### src/rtl/minhash_sequencer.sv
// Sequences one MinHash comparison: clear, stream NUM_HASH pairs, drain DP_LAT, capture; start-to-done 2+NUM_HASH+DP_LAT cycles.
// No backpressure. Defining MINHASH_SEQ_RUNCNT_EN adds the 16-bit runCount output.
module minhash_sequencer #(
   parameter int NUM_HASH = 8,
   parameter int COEF_W   = 32,
   parameter int SIM_W    = 5,
   parameter int DP_LAT   = 2,
   localparam int IDX_W   = (NUM_HASH > 1) ? $clog2(NUM_HASH) : 1
) (
   input  logic              clk,
   input  logic              rstN,
   input  logic              start,
   input  logic              abort,
   input  logic              cfgWe,
   input  logic [IDX_W-1:0]  cfgAddr,
   input  logic [COEF_W-1:0] cfgA,
   input  logic [COEF_W-1:0] cfgB,
   output logic              cfgErr,
   output logic              dpClear,
   output logic              dpValid,
   output logic [COEF_W-1:0] dpRandA,
   output logic [COEF_W-1:0] dpRandB,
   input  logic [SIM_W-1:0]  dpSimilarity,
   output logic              busy,
   output logic              done,
   output logic [SIM_W-1:0]  similarity
`ifdef MINHASH_SEQ_RUNCNT_EN
   ,
   output logic [15:0]       runCount
`endif
);

   typedef enum logic [2:0] {S_IDLE, S_CLEAR, S_FEED, S_DRAIN, S_DONE} state_e;

   localparam int               LAT_W    = (DP_LAT > 1) ? $clog2(DP_LAT) : 1;
   localparam int               LAT_LAST = (DP_LAT > 0) ? DP_LAT - 1 : 0;
   localparam logic [IDX_W-1:0] IDX_LAST = IDX_W'(NUM_HASH - 1);

   state_e            state_q, state_d;
   logic [IDX_W-1:0]  idx_q, idx_d;
   logic [LAT_W-1:0]  lat_q, lat_d;

   logic [COEF_W-1:0] tab_a [NUM_HASH];
   logic [COEF_W-1:0] tab_b [NUM_HASH];

   logic              clear_q, clear_d;
   logic              valid_q, valid_d;
   logic [COEF_W-1:0] rand_a_q, rand_a_d;
   logic [COEF_W-1:0] rand_b_q, rand_b_d;
   logic              busy_q, busy_d;
   logic              done_q, done_d;
   logic [SIM_W-1:0]  sim_q;
   logic              cfg_err_q;
   logic              cfg_addr_ok, cfg_accept;

   assign cfg_addr_ok = ({1'b0, cfgAddr} < (IDX_W + 1)'(NUM_HASH));
   assign cfg_accept  = cfgWe && !busy_q && cfg_addr_ok;

   always_comb begin
      state_d = state_q;
      idx_d   = '0;
      lat_d   = '0;
      case (state_q)
         S_IDLE:  if (start) state_d = S_CLEAR;
         S_CLEAR: state_d = abort ? S_IDLE : S_FEED;
         S_FEED: begin
            if (abort) begin
               state_d = S_IDLE;
            end else if (idx_q == IDX_LAST) begin
               state_d = (DP_LAT == 0) ? S_DONE : S_DRAIN;
            end else begin
               idx_d = idx_q + 1'b1;
            end
         end
         S_DRAIN: begin
            if (abort) begin
               state_d = S_IDLE;
            end else if (lat_q == LAT_W'(LAT_LAST)) begin
               state_d = S_DONE;
            end else begin
               lat_d = lat_q + 1'b1;
            end
         end
         S_DONE:  state_d = S_IDLE;
         default: state_d = S_IDLE;
      endcase
   end

   // Outputs are decoded from the next state so every port comes straight from a flop.
   always_comb begin
      clear_d  = (state_d == S_CLEAR);
      valid_d  = (state_d == S_FEED);
      busy_d   = (state_d != S_IDLE);
      done_d   = (state_d == S_DONE);
      rand_a_d = valid_d ? tab_a[idx_d] : '0;
      rand_b_d = valid_d ? tab_b[idx_d] : '0;
   end

   always_ff @(posedge clk or negedge rstN) begin
      if (!rstN) begin
         state_q   <= S_IDLE;
         idx_q     <= '0;
         lat_q     <= '0;
         clear_q   <= 1'b0;
         valid_q   <= 1'b0;
         rand_a_q  <= '0;
         rand_b_q  <= '0;
         busy_q    <= 1'b0;
         done_q    <= 1'b0;
         sim_q     <= '0;
         cfg_err_q <= 1'b0;
      end else begin
         state_q   <= state_d;
         idx_q     <= idx_d;
         lat_q     <= lat_d;
         clear_q   <= clear_d;
         valid_q   <= valid_d;
         rand_a_q  <= rand_a_d;
         rand_b_q  <= rand_b_d;
         busy_q    <= busy_d;
         done_q    <= done_d;
         if (done_d) sim_q <= dpSimilarity;
         cfg_err_q <= cfgWe && !cfg_accept;
      end
   end

   // Coefficient table survives reset so a host need not reload it.
   always_ff @(posedge clk) begin
      if (cfg_accept) begin
         tab_a[cfgAddr] <= cfgA;
         tab_b[cfgAddr] <= cfgB;
      end
   end

`ifdef MINHASH_SEQ_RUNCNT_EN
   logic [15:0] run_cnt_q;

   always_ff @(posedge clk or negedge rstN) begin
      if (!rstN) begin
         run_cnt_q <= '0;
      end else if (state_q == S_DONE) begin
         run_cnt_q <= run_cnt_q + 16'd1;
      end
   end

   assign runCount = run_cnt_q;
`endif

   assign cfgErr     = cfg_err_q;
   assign dpClear    = clear_q;
   assign dpValid    = valid_q;
   assign dpRandA    = rand_a_q;
   assign dpRandB    = rand_b_q;
   assign busy       = busy_q;
   assign done       = done_q;
   assign similarity = sim_q;

endmodule

### config.mk
export PLATFORM = sky130hd
export DESIGN_NAME = minhash_sequencer
export DESIGN_NICKNAME = d
export VERILOG_FILES = /design/src/rtl/minhash_sequencer.sv
export SDC_FILE = /design/constraint.sdc
export NUM_CORES = 1
export LEC_CHECK = 0
export ABC_AREA = 1
export CORE_UTILIZATION = 35
export DETAILED_ROUTE_END_ITERATION = 7
export GPL_ROUTABILITY_DRIVEN = 0
export REMOVE_ABC_BUFFERS = 1
export SLEW_MARGIN = 20
export SYNTH_ARGS = -nofsm -noshare
export SYNTH_HDL_FRONTEND = slang
export SYNTH_SLANG_ARGS = --single-unit
### constraint.sdc
create_clock -name clk -period 4.25 [get_ports clk]
set_clock_uncertainty 0.2 [all_clocks]
set_input_delay 0.85 -clock clk [delete_from_list [all_inputs] [get_ports clk]]
set_output_delay 0.85 -clock clk [all_outputs]
set_load 0.005 [all_outputs]
==> results of run 1 <==
cells in the mapped netlist:
cell / instances
nand3_1: 325
nand3b_1: 128
buf_2: 105
buf_1: 4
edfxtp_1: 512
inv_1: 334
dfrtp_1: 81
inv_2: 2
nand2_1: 476
nor3_1: 1
nand4_1: 1
nor2_1: 270
buf_4: 1
ha_1: 2
clkbuf_1: 16
nor2_4: 1
o21ai_0: 1
nor4_1: 1
nor2_2: 1
how the worst min path moves through the flow:
stage / startpoint / to / slack [ns] / cells after the start
finish: rstN / dpRandB[21]$_DFF_PN0_ / 0.12 / 1
global placement: similarity[2]$_DFFE_PN0N_ / similarity[2]$_DFFE_PN0N_ / 0.26 / 2
floorplan: similarity[0]$_DFFE_PN0N_ / similarity[0]$_DFFE_PN0N_ / 0.27 / 2
global route: rstN / dpRandB[21]$_DFF_PN0_ / 0.13 / 1
CTS: rstN / dpRandB[21]$_DFF_PN0_ / 0.11 / 1
detailed placement: similarity[1]$_DFFE_PN0N_ / similarity[1]$_DFFE_PN0N_ / 0.27 / 2
routing by layer:
metal	global-route usage, %	vias to the layer above
met5	0	-
met4	5.730	14
met3	3.372	124
met2	28.45	414
met1	22.37	7805
li1	-	7625
flip-flops by register name, indices dropped and copies added, names as in the netlist:
signal / flops
similarity: 5
tab_a: 256
lat_q: 1
dpRandA: 32
dpRandB: 32
dpClear: 1
cfgErr: 1
done: 1
state_q: 3
dpValid: 1
busy: 1
idx_q: 3
tab_b: 256
critical path: stages:
cell and delay [ns]:
clkdlybuf4s50_1 0.46, inv_2 0.17, nand2_1 0.11, nor2_4 0.15, buf_12 0.62, nand3b_1 0.17, nand3_1 0.13, nand3_1 0.07
nand2_1 0.07, nor2_1 0.07
per-stage QoR:
stage | total power (uW) | util [%] | instances
floorplan | 8342 | - | 2136
global placement | 9373 | 39.27 | 3263
detailed placement | 9415 | 39.27 | 3263
CTS | 14620 | 42.04 | 3373
global route | 15080 | 42.04 | 3374
finish | 14460 | 42.04 | 3374
kinds of logic after synthesis:
kind of cell | after synthesis | synth area share (%)
AND/OR/NAND/NOR | 1204 | 21.93
AO/OA/AOI/OAI | 1 | 0.02022
buffers and inverters | 462 | 7.561
flip-flops | 593 | 70.38
adder cells (fa/ha/maj) | 2 | 0.1012
cell type report:
cell class	count	share of cell area, %
antenna	1	0.008515
clock buffer	93	5.862
clock inverter	17	0.7110
inverter	336	4.296
multi-input combinational	1207	18.93
sequential	593	59.21
tap	940	4.002
timing repair buffer	187	6.982
report_power, final:
part / total (uW) / switching [uW] / internal (uW)
Clock: 5180 / 2160 / 3020
Sequential: 6830 / 138 / 6690
Combinational: 2450 / 1590 / 859
==> flow_metrics.py, run 1 <==
metrics = {
    "clock_network": {
        "clk_latency_ns": 0.63,
        "tritoncts": "done",
        "root_buffer": "clkbuf_16",
        "h-tree-depth": 2,
        "cts_made_buffers": 58,
        "post_cts_buffers": 0,
        "cts_resized": 0,
        "hold_buffers": 0,
        "clkSinkCount": 593,
        "path_clk_slew_ns": 0.06,
        "clockBufferDepth": 3,
    },
    "final_layout": {
        "final_cell_mix": "edfxtp_1 (512), nand2_1 (475), inv_1 (333)",
        "n_fill_cell": 6502,
        "final_nets": 2462,
        "drive_above_1_share_pct": 5.795,
        "regArea_sq_mm": 0.01740,
        "final_common_cell": "edfxtp_1",
        "design_area_sq_mm": 0.02939,
        "multi_input_area_sq_mm": 0.005563,
        "syn_to_final_growth_pct": 18.87,
    },
    "sta": {
        "rsz0062_at_grt": "no",
        "finalHoldViolCount": 0,
        "setup-tns-final_ns": 0,
        "period_share_pct": 66.77,
        "setup_viol": 0,
        "slew_headroom_pct": 21.57,
        "whs_ns": 0.1153,
        "tightest_slew_ns": 1.176,
        "max_freq_mhz": 352.4,
        "period_minus_slack_ns": 2.838,
        "drv_slew": 0,
        "finalWorstSetupSlack_ns": 1.412,
    },
    "worst_setup_path": {
        "reg2reg_slack_ns": 1.46,
        "r2r_start": "idx_q[0]$_DFF_PN0_",
        "crit_path_end": "dpRandB[3]$_DFF_PN0_",
        "cp.required_ns": 4.53,
        "worstSetupPathType": "input port to flop",
        "r2r_end": "dpRandB[3]$_DFF_PN0_",
        "worstSetupEndpointType": "flop",
        "reg2reg_depth": 11,
        "worst-path-max-fanout": 192,
        "cp-startpoint": "abort",
        "startpoint_type": "input port",
        "worstPathArrival_ns": 3.12,
    },
    "placement": {
        "port_buffers": 150,
        "placed_cell_area_sq_mm": 0.02746,
        "pre_cts_ws_ns": 0.8521,
        "place_hpwl_um": 30670,
    },
    "yosys": {
        "synth-seq-cells": 593,
        "synth_top_area_share_pct": 62.19,
        "syn_area_per_cell_sq_um": 10.93,
        "seq_area_frac_synth_pct": 70.38,
        "yosys-top-cells-area": "edfxtp_1 (62%), dfrtp_1 (8.2%), nand2_1 (7.2%)",
        "syn_area_sq_mm": 0.02472,
        "yosys_warnings": 0,
        "synth_cell_types": 19,
        "synthCells": 2262,
        "yosysTopAreaCell": "edfxtp_1",
    },
    "die": {
        "io_pins": 151,
        "die_w_um": 267.8,
        "die_h_um": 267.8,
        "core-area_sq_mm": 0.06991,
        "rows": 97,
        "initial_core_util_pct": 35.37,
        "dieArea_sq_mm": 0.07171,
    },
    "routing": {
        "first_pass_iters": 5,
        "wl_met3_um": 3323,
        "m1WireLength_um": 26970,
        "route.detailed.drc": 0,
        "wl_met2_um": 29480,
        "top_layer": "met5",
        "detail_route.vias_per_cell": 4.737,
        "postRouteAntennaNets": 0,
        "drt-total-wl_um": 61530,
        "dr_total_vias": 15980,
        "route.detailed.wl_per_inst_um": 18.24,
        "drt_iter0_drc": 1284,
    },
    "job": {
        "cap_viol_max_count": 0,
    },
    "global_routing": {
        "track_usage_pct": 17.11,
        "grt_overflow": 0,
        "grt_max_degree": 193,
        "grt_pass1_vias": 15660,
        "antenna_found_initial": 8,
        "grt_pass1_wl_um": 93130,
    },
    "pwr": {
        "ir_drop_mv": 0.3261,
        "p_leak_uw": 0.01223,
        "power.density_mw_per_mm2": 491.9,
    },
    "run_status": {
        "outcome": "finished clean",
    },
    "min_path": {
        "min_path_type": "input port to async pin",
    },
}
Note: power is estimated with default switching activity, not from simulation.
==> run 2, diff against run 1 <==
- clock period: 4.25 -> 2.7 ns (I/O delays scaled with it)
==> run 2 against run 1 <==
Power is 65% higher; final cell count is 2.0% higher; combinational power up 71%; first-iteration DRC count down 26%; critical path depth rose by 1; hold slack improved by 0.098 ns; wire length increased by 0.70%; sequential power increased by 58%; count of clock-buffer cells in the layout down 4; critical path type is now flop to flop.
==> flow_metrics.py, run 2 (synthesized netlist as in run 1, its figures left out) <==
metrics = {
    "sta": {
        "period_share_pct": 89.19,
        "slew_headroom_pct": 68.43,
        "setup_viol": 0,
        "setup-tns-final_ns": 0,
        "finalWorstSetupSlack_ns": 0.2919,
        "finalHoldViolCount": 0,
        "period_minus_slack_ns": 2.408,
        "rsz0062_at_grt": "no",
        "drv_slew": 0,
        "tightest_slew_ns": 0.4724,
        "max_freq_mhz": 415.3,
    },
    "pwr": {
        "ir_drop_mv": 0.5804,
        "power.density_mw_per_mm2": 780.5,
        "p_total_uw": 23820,
        "p_leak_uw": 0.01279,
    },
    "final_layout": {
        "final_nets": 2528,
        "final_common_cell": "edfxtp_1",
        "n_fill_cell": 6448,
        "drive_above_1_share_pct": 8.433,
        "n_antenna_cell": 0,
        "top_regs": "tab_a: 256 flops, tab_b: 256 flops",
        "syn_to_final_growth_pct": 23.46,
        "final_cell_mix": "edfxtp_1 (512), nand2_1 (475), inv_1 (333)",
    },
    "worst_setup_path": {
        "worstPathArrival_ns": 2.73,
        "worst-path-max-fanout": 39,
        "cp.required_ns": 3.02,
        "slowest_stage": "buf_4",
        "cpPeakStageDelay_ns": 0.43,
        "worstSetupPathType": "flop to flop",
        "startpoint_type": "flop",
        "worstSetupEndpointType": "flop",
        "cp_common_cell": "nand3_1",
        "reg2reg_slack_ns": 0.29,
        "path_cells": "ha_1, ha_1, inv_1, nand2_1, nor2_4, buf_4, nand3_1, nand3_1, nand3_1, nand2_1, nor2_1",
    },
    "die": {
        "die_w_um": 267.8,
        "dieArea_sq_mm": 0.07171,
        "rows": 97,
        "die_h_um": 267.8,
        "initial_core_util_pct": 35.37,
        "core-area_sq_mm": 0.06991,
        "io_pins": 151,
    },
    "global_routing": {
        "grt_pass1_vias": 16110,
        "grt_max_degree": 87,
        "use_met2_pct": 28.90,
        "track_usage_pct": 17.48,
        "grt_pass1_wl_um": 95340,
        "antenna_found_initial": 5,
        "grtUsageMet3_pct": 3.372,
        "busiest_layer": "met2",
        "grt_overflow": 0,
        "use_met1_pct": 23.37,
    },
    "run_status": {
        "outcome": "finished clean",
    },
    "clock_network": {
        "root_buffer": "clkbuf_16",
        "clk_latency_ns": 0.63,
        "tritoncts": "done",
        "path_clk_slew_ns": 0.06,
        "post_cts_buffers": 0,
        "cts_made_buffers": 61,
        "h-tree-depth": 2,
        "clockBufferDepth": 3,
        "cts_resized": 0,
        "clkSinkCount": 593,
    },
    "routing": {
        "detail_route.vias_per_cell": 4.691,
        "drt_iter0_drc": 951,
        "drt-total-wl_um": 61960,
        "route.detailed.wl_per_inst_um": 18.00,
        "first_pass_iters": 5,
        "postRouteAntennaNets": 0,
        "route.detailed.drc": 0,
        "dr_total_vias": 16150,
    },
    "job": {
        "cap_viol_max_count": 0,
    },
    "min_path": {
        "min_path_type": "input port to async pin",
    },
    "placement": {
        "pre_cts_ws_ns": 0.05549,
        "port_buffers": 150,
        "place_hpwl_um": 36290,
    },
}
==> run 2: timing repair <==
action,4_1_cts,5_1_grt
hold buffers,1,0
endpoints found under the hold margin,21,0
endpoints found under the setup margin,0,0
==> run 2: power by group <==
group	leakage [uW]	switching [uW]	internal, uW
Combinational	0.00602	2550	1640
Sequential	0.00573	239	10500
Clock	0.00104	3490	5370
Total	0.0128	6280	17500
==> run 2: final timing paths <==
kind,from,end,cells after the start
worst max-delay path,idx_q[0]$_DFF_PN0_,dpRandA[12]$_DFF_PN0_,11
worst min-delay path,rstN,dpRandA[23]$_DFF_PN0_,2
worst max register to register,idx_q[0]$_DFF_PN0_,dpRandA[12]$_DFF_PN0_,11
worst min register to register,similarity[3]$_DFFE_PN0N_,similarity[3]$_DFFE_PN0N_,2
max in group asynchronous,rstN,dpRandA[29]$_DFF_PN0_,3
min in group clk,dpSimilarity[1],similarity[1]$_DFFE_PN0N_,3
==> run 2: final cells by class <==
class                           instances  area, sq um  area share (%)
Clock buffer                           89         1764           5.780
Clock inverter                         27        365.4           1.197
Inverter                              336         1262           4.136
Multi-Input combinational cell       1207         5563           18.23
Sequential cell                       593        17400           57.01
Tap cell                              940         1176           3.853
Timing Repair Buffer                  250         2990           9.797
==> run 2: layer usage <==
metal  part of all wire [%]  vias to the layer above
met5                  0.089                        -
met1                     45                     7822
li1                       -                     7779
met2                     47                      422
met3                    5.6                      113
met4                    2.3                       10
==> run 2: metrics by stage <==
step,std cells,cell area [sq um],hold WS (ns),utilization [%]
finish,3442,30520,0.2137,43.66
global route,3442,30520,0.2558,43.66
CTS,3442,30520,0.2163,43.66
detailed placement,3325,28380,0.2775,40.60
global placement,3325,28380,0.2643,40.60
floorplan,2136,24120,0.04441,-
==> run 2: worst max-delay path, delay by kind of cell, from the launching register on <==
family / cells / cell delay [ns]
flip-flops: 1 / 0.42
buffers and inverters: 2 / 0.49
AND/OR/NAND/NOR: 7 / 0.72
adder cells (fa/ha/maj): 2 / 0.41
==> run 3, diff against run 2 <==
- CORE_ASPECT_RATIO: unset -> 0.6
- CTS_BUF_LIST: unset -> sky130_fd_sc_hd__clkbuf_16
==> run 3 against run 2 <==
Sequential share of layout area increased by 0.95 points; critical endpoint is now dpRandB[11]; largest cell class unchanged; combinational power increased by 3%; count of clock-buffer cells in the layout decreased by 33; largest power group unchanged; maximum frequency decreased by 2.5%; final area decreased by 1.6%; register-to-register slack got worse by 0.04 ns; critical path depth decreased by 10; final cell count decreased by 0.78%; hold slack got worse by 0.010 ns; first-iteration DRC count increased by 47%; worst setup slack got worse by 0.063 ns; die area about the same.
==> flow_metrics.py, run 3 (synthesized netlist as in run 1, its figures left out) <==
metrics = {
    "worst_setup_path": {
        "slowest_stage": "clkdlybuf4s50_1",
        "startpoint_type": "flop",
        "cp.required_ns": 1.96,
        "critPathTopFamily": "buffers and inverters",
        "path_buf_inv": 1,
        "cpPeakStageDelay_ns": 0.58,
        "worst-path-max-fanout": 1,
        "worstSetupEndpointType": "output port",
        "path_cells": "clkdlybuf4s50_1",
        "worstPathArrival_ns": 1.73,
        "worstSetupPathType": "flop to output port",
    },
    "global_routing": {
        "track_usage_pct": 17.60,
        "grt_max_degree": 91,
        "grt_pass1_vias": 16010,
        "antenna_found_initial": 4,
        "grt_pass1_wl_um": 96680,
        "grt_overflow": 0,
    },
    "routing": {
        "dr_total_vias": 16170,
        "postRouteAntennaNets": 0,
        "detail_route.vias_per_cell": 4.736,
        "drt_iter0_drc": 1401,
        "first_pass_iters": 5,
        "drt-total-wl_um": 63470,
        "route.detailed.drc": 0,
        "route.detailed.wl_per_inst_um": 18.58,
    },
    "sta": {
        "drv_slew": 0,
        "whs_ns": 0.2036,
        "tightest_slew_ns": 0.5111,
        "max_freq_mhz": 404.8,
        "finalHoldViolCount": 0,
        "rsz0062_at_grt": "no",
        "period_minus_slack_ns": 2.471,
        "slew_headroom_pct": 65.93,
        "period_share_pct": 91.51,
        "setup_viol": 0,
        "finalWorstSetupSlack_ns": 0.2294,
    },
    "clock_network": {
        "clkSinkCount": 593,
        "clockBufferDepth": 3,
        "path_clk_slew_ns": 0.07,
        "h-tree-depth": 2,
        "clk_latency_ns": 0.61,
        "post_cts_buffers": 0,
        "cts_made_buffers": 56,
        "tritoncts": "done",
        "root_buffer": "clkbuf_16",
    },
    "die": {
        "io_pins": 151,
        "die_w_um": 345.1,
        "core-area_sq_mm": 0.06991,
        "dieArea_sq_mm": 0.07174,
        "rows": 75,
        "die_h_um": 207.9,
        "initial_core_util_pct": 35.36,
    },
    "final_layout": {
        "syn_to_final_growth_pct": 21.43,
        "final_common_cell": "edfxtp_1",
        "final_nets": 2525,
        "n_fill_cell": 6449,
        "final_cell_mix": "edfxtp_1 (512), nand2_1 (475), inv_1 (352)",
        "top_regs": "tab_a: 256 flops, tab_b: 256 flops",
        "drive_above_1_share_pct": 7.590,
    },
    "job": {
        "cap_viol_max_count": 0,
    },
    "placement": {
        "pre_cts_ws_ns": -0.03102,
        "port_buffers": 150,
        "place_hpwl_um": 37610,
    },
    "pwr": {
        "p_leak_uw": 0.01263,
        "ir_drop_mv": 0.4626,
        "power.density_mw_per_mm2": 738.9,
    },
    "run_status": {
        "outcome": "finished clean",
    },
    "min_path": {
        "min_path_type": "input port to async pin",
    },
}
[run 3: cell count changes in the layout (fill, tap and decap cells not counted)]
| cell | before | now |
|---|---|---|
| buf_12 | 59 | 60 |
| buf_4 | 41 | 42 |
| bufinv_16 | 9 | 0 |
| clkbuf_1 | 17 | 0 |
| clkbuf_16 | 63 | 56 |
| clkbuf_8 | 9 | 0 |
| clkinv_1 | 6 | 14 |
| clkinv_2 | 9 | 7 |
| clkinv_4 | 0 | 1 |
| clkinv_8 | 0 | 1 |
| diode_2 | 0 | 1 |
| inv_1 | 333 | 352 |
| inv_4 | 0 | 1 |
[run 3: timing repair]
action                     4_1_cts  5_1_grt
hold buffers                     1        0
setup endpoints to repair        0        0
gates resized for setup          0        0
hold endpoints to repair        16        0
[run 3: cell type report]
class,instances,area (sq um),area share (%)
diodes,1,2.502,0.008335
clock inverters,46,216.5,0.7210
repair buffers,252,3018,10.05
flip-flops and latches,593,17400,57.96
multi-input cells,1207,5563,18.53
inverters,336,1264,4.209
well taps,924,1156,3.851
clock buffers,56,1401,4.668
[run 3: path summary, 6_finish.rpt]
path                                              to                       from  depth (start not counted)  slack [ns]
hold reg to reg            similarity[4]$_DFFE_PN0N_  similarity[4]$_DFFE_PN0N_                          2        0.29
max in group asynchronous      dpRandA[30]$_DFF_PN0_                       rstN                          3        1.41
setup / recovery                         dpRandB[11]      dpRandB[11]$_DFF_PN0_                          1        0.23
setup reg to reg               dpRandB[10]$_DFF_PN0_         idx_q[0]$_DFF_PN0_                         11        0.25
min in group clk           similarity[4]$_DFFE_PN0N_            dpSimilarity[4]                          3        0.26
hold / removal                 dpRandB[15]$_DFF_PN0_                       rstN                          2        0.20
[run 3: through the flow]
stage / setup TNS, ns / power, uW / cells / util, % / cell area [sq um]
final: 0 / 22180 / 3415 / 42.94 / 30020
after global routing: 0 / 23160 / 3414 / 42.94 / 30020
after CTS: 0 / 22450 / 3414 / 42.94 / 30020
after detailed placement: -0.1177 / 15280 / 3311 / 40.61 / 28390
after global placement: -0.2047 / 15220 / 3311 / 40.61 / 28390
after floorplan: -1392.53 / 13130 / 2136 / - / 24120
[run 3: metal layers]
metal / global-route usage [%] / wire [um]
met1: 26.09 / 30700
met3: 3.181 / 3834
met2: 26.46 / 27720
met5: 0 / 38
met4: 4.757 / 1172
[run 3: report_power, final]
| group | internal (uW) | switching, uW | total [uW] |
|---|---|---|---|
| clock network | 3750 | 3360 | 7110 |
| registers | 10500 | 229 | 10800 |
| logic | 1700 | 2620 | 4320 |
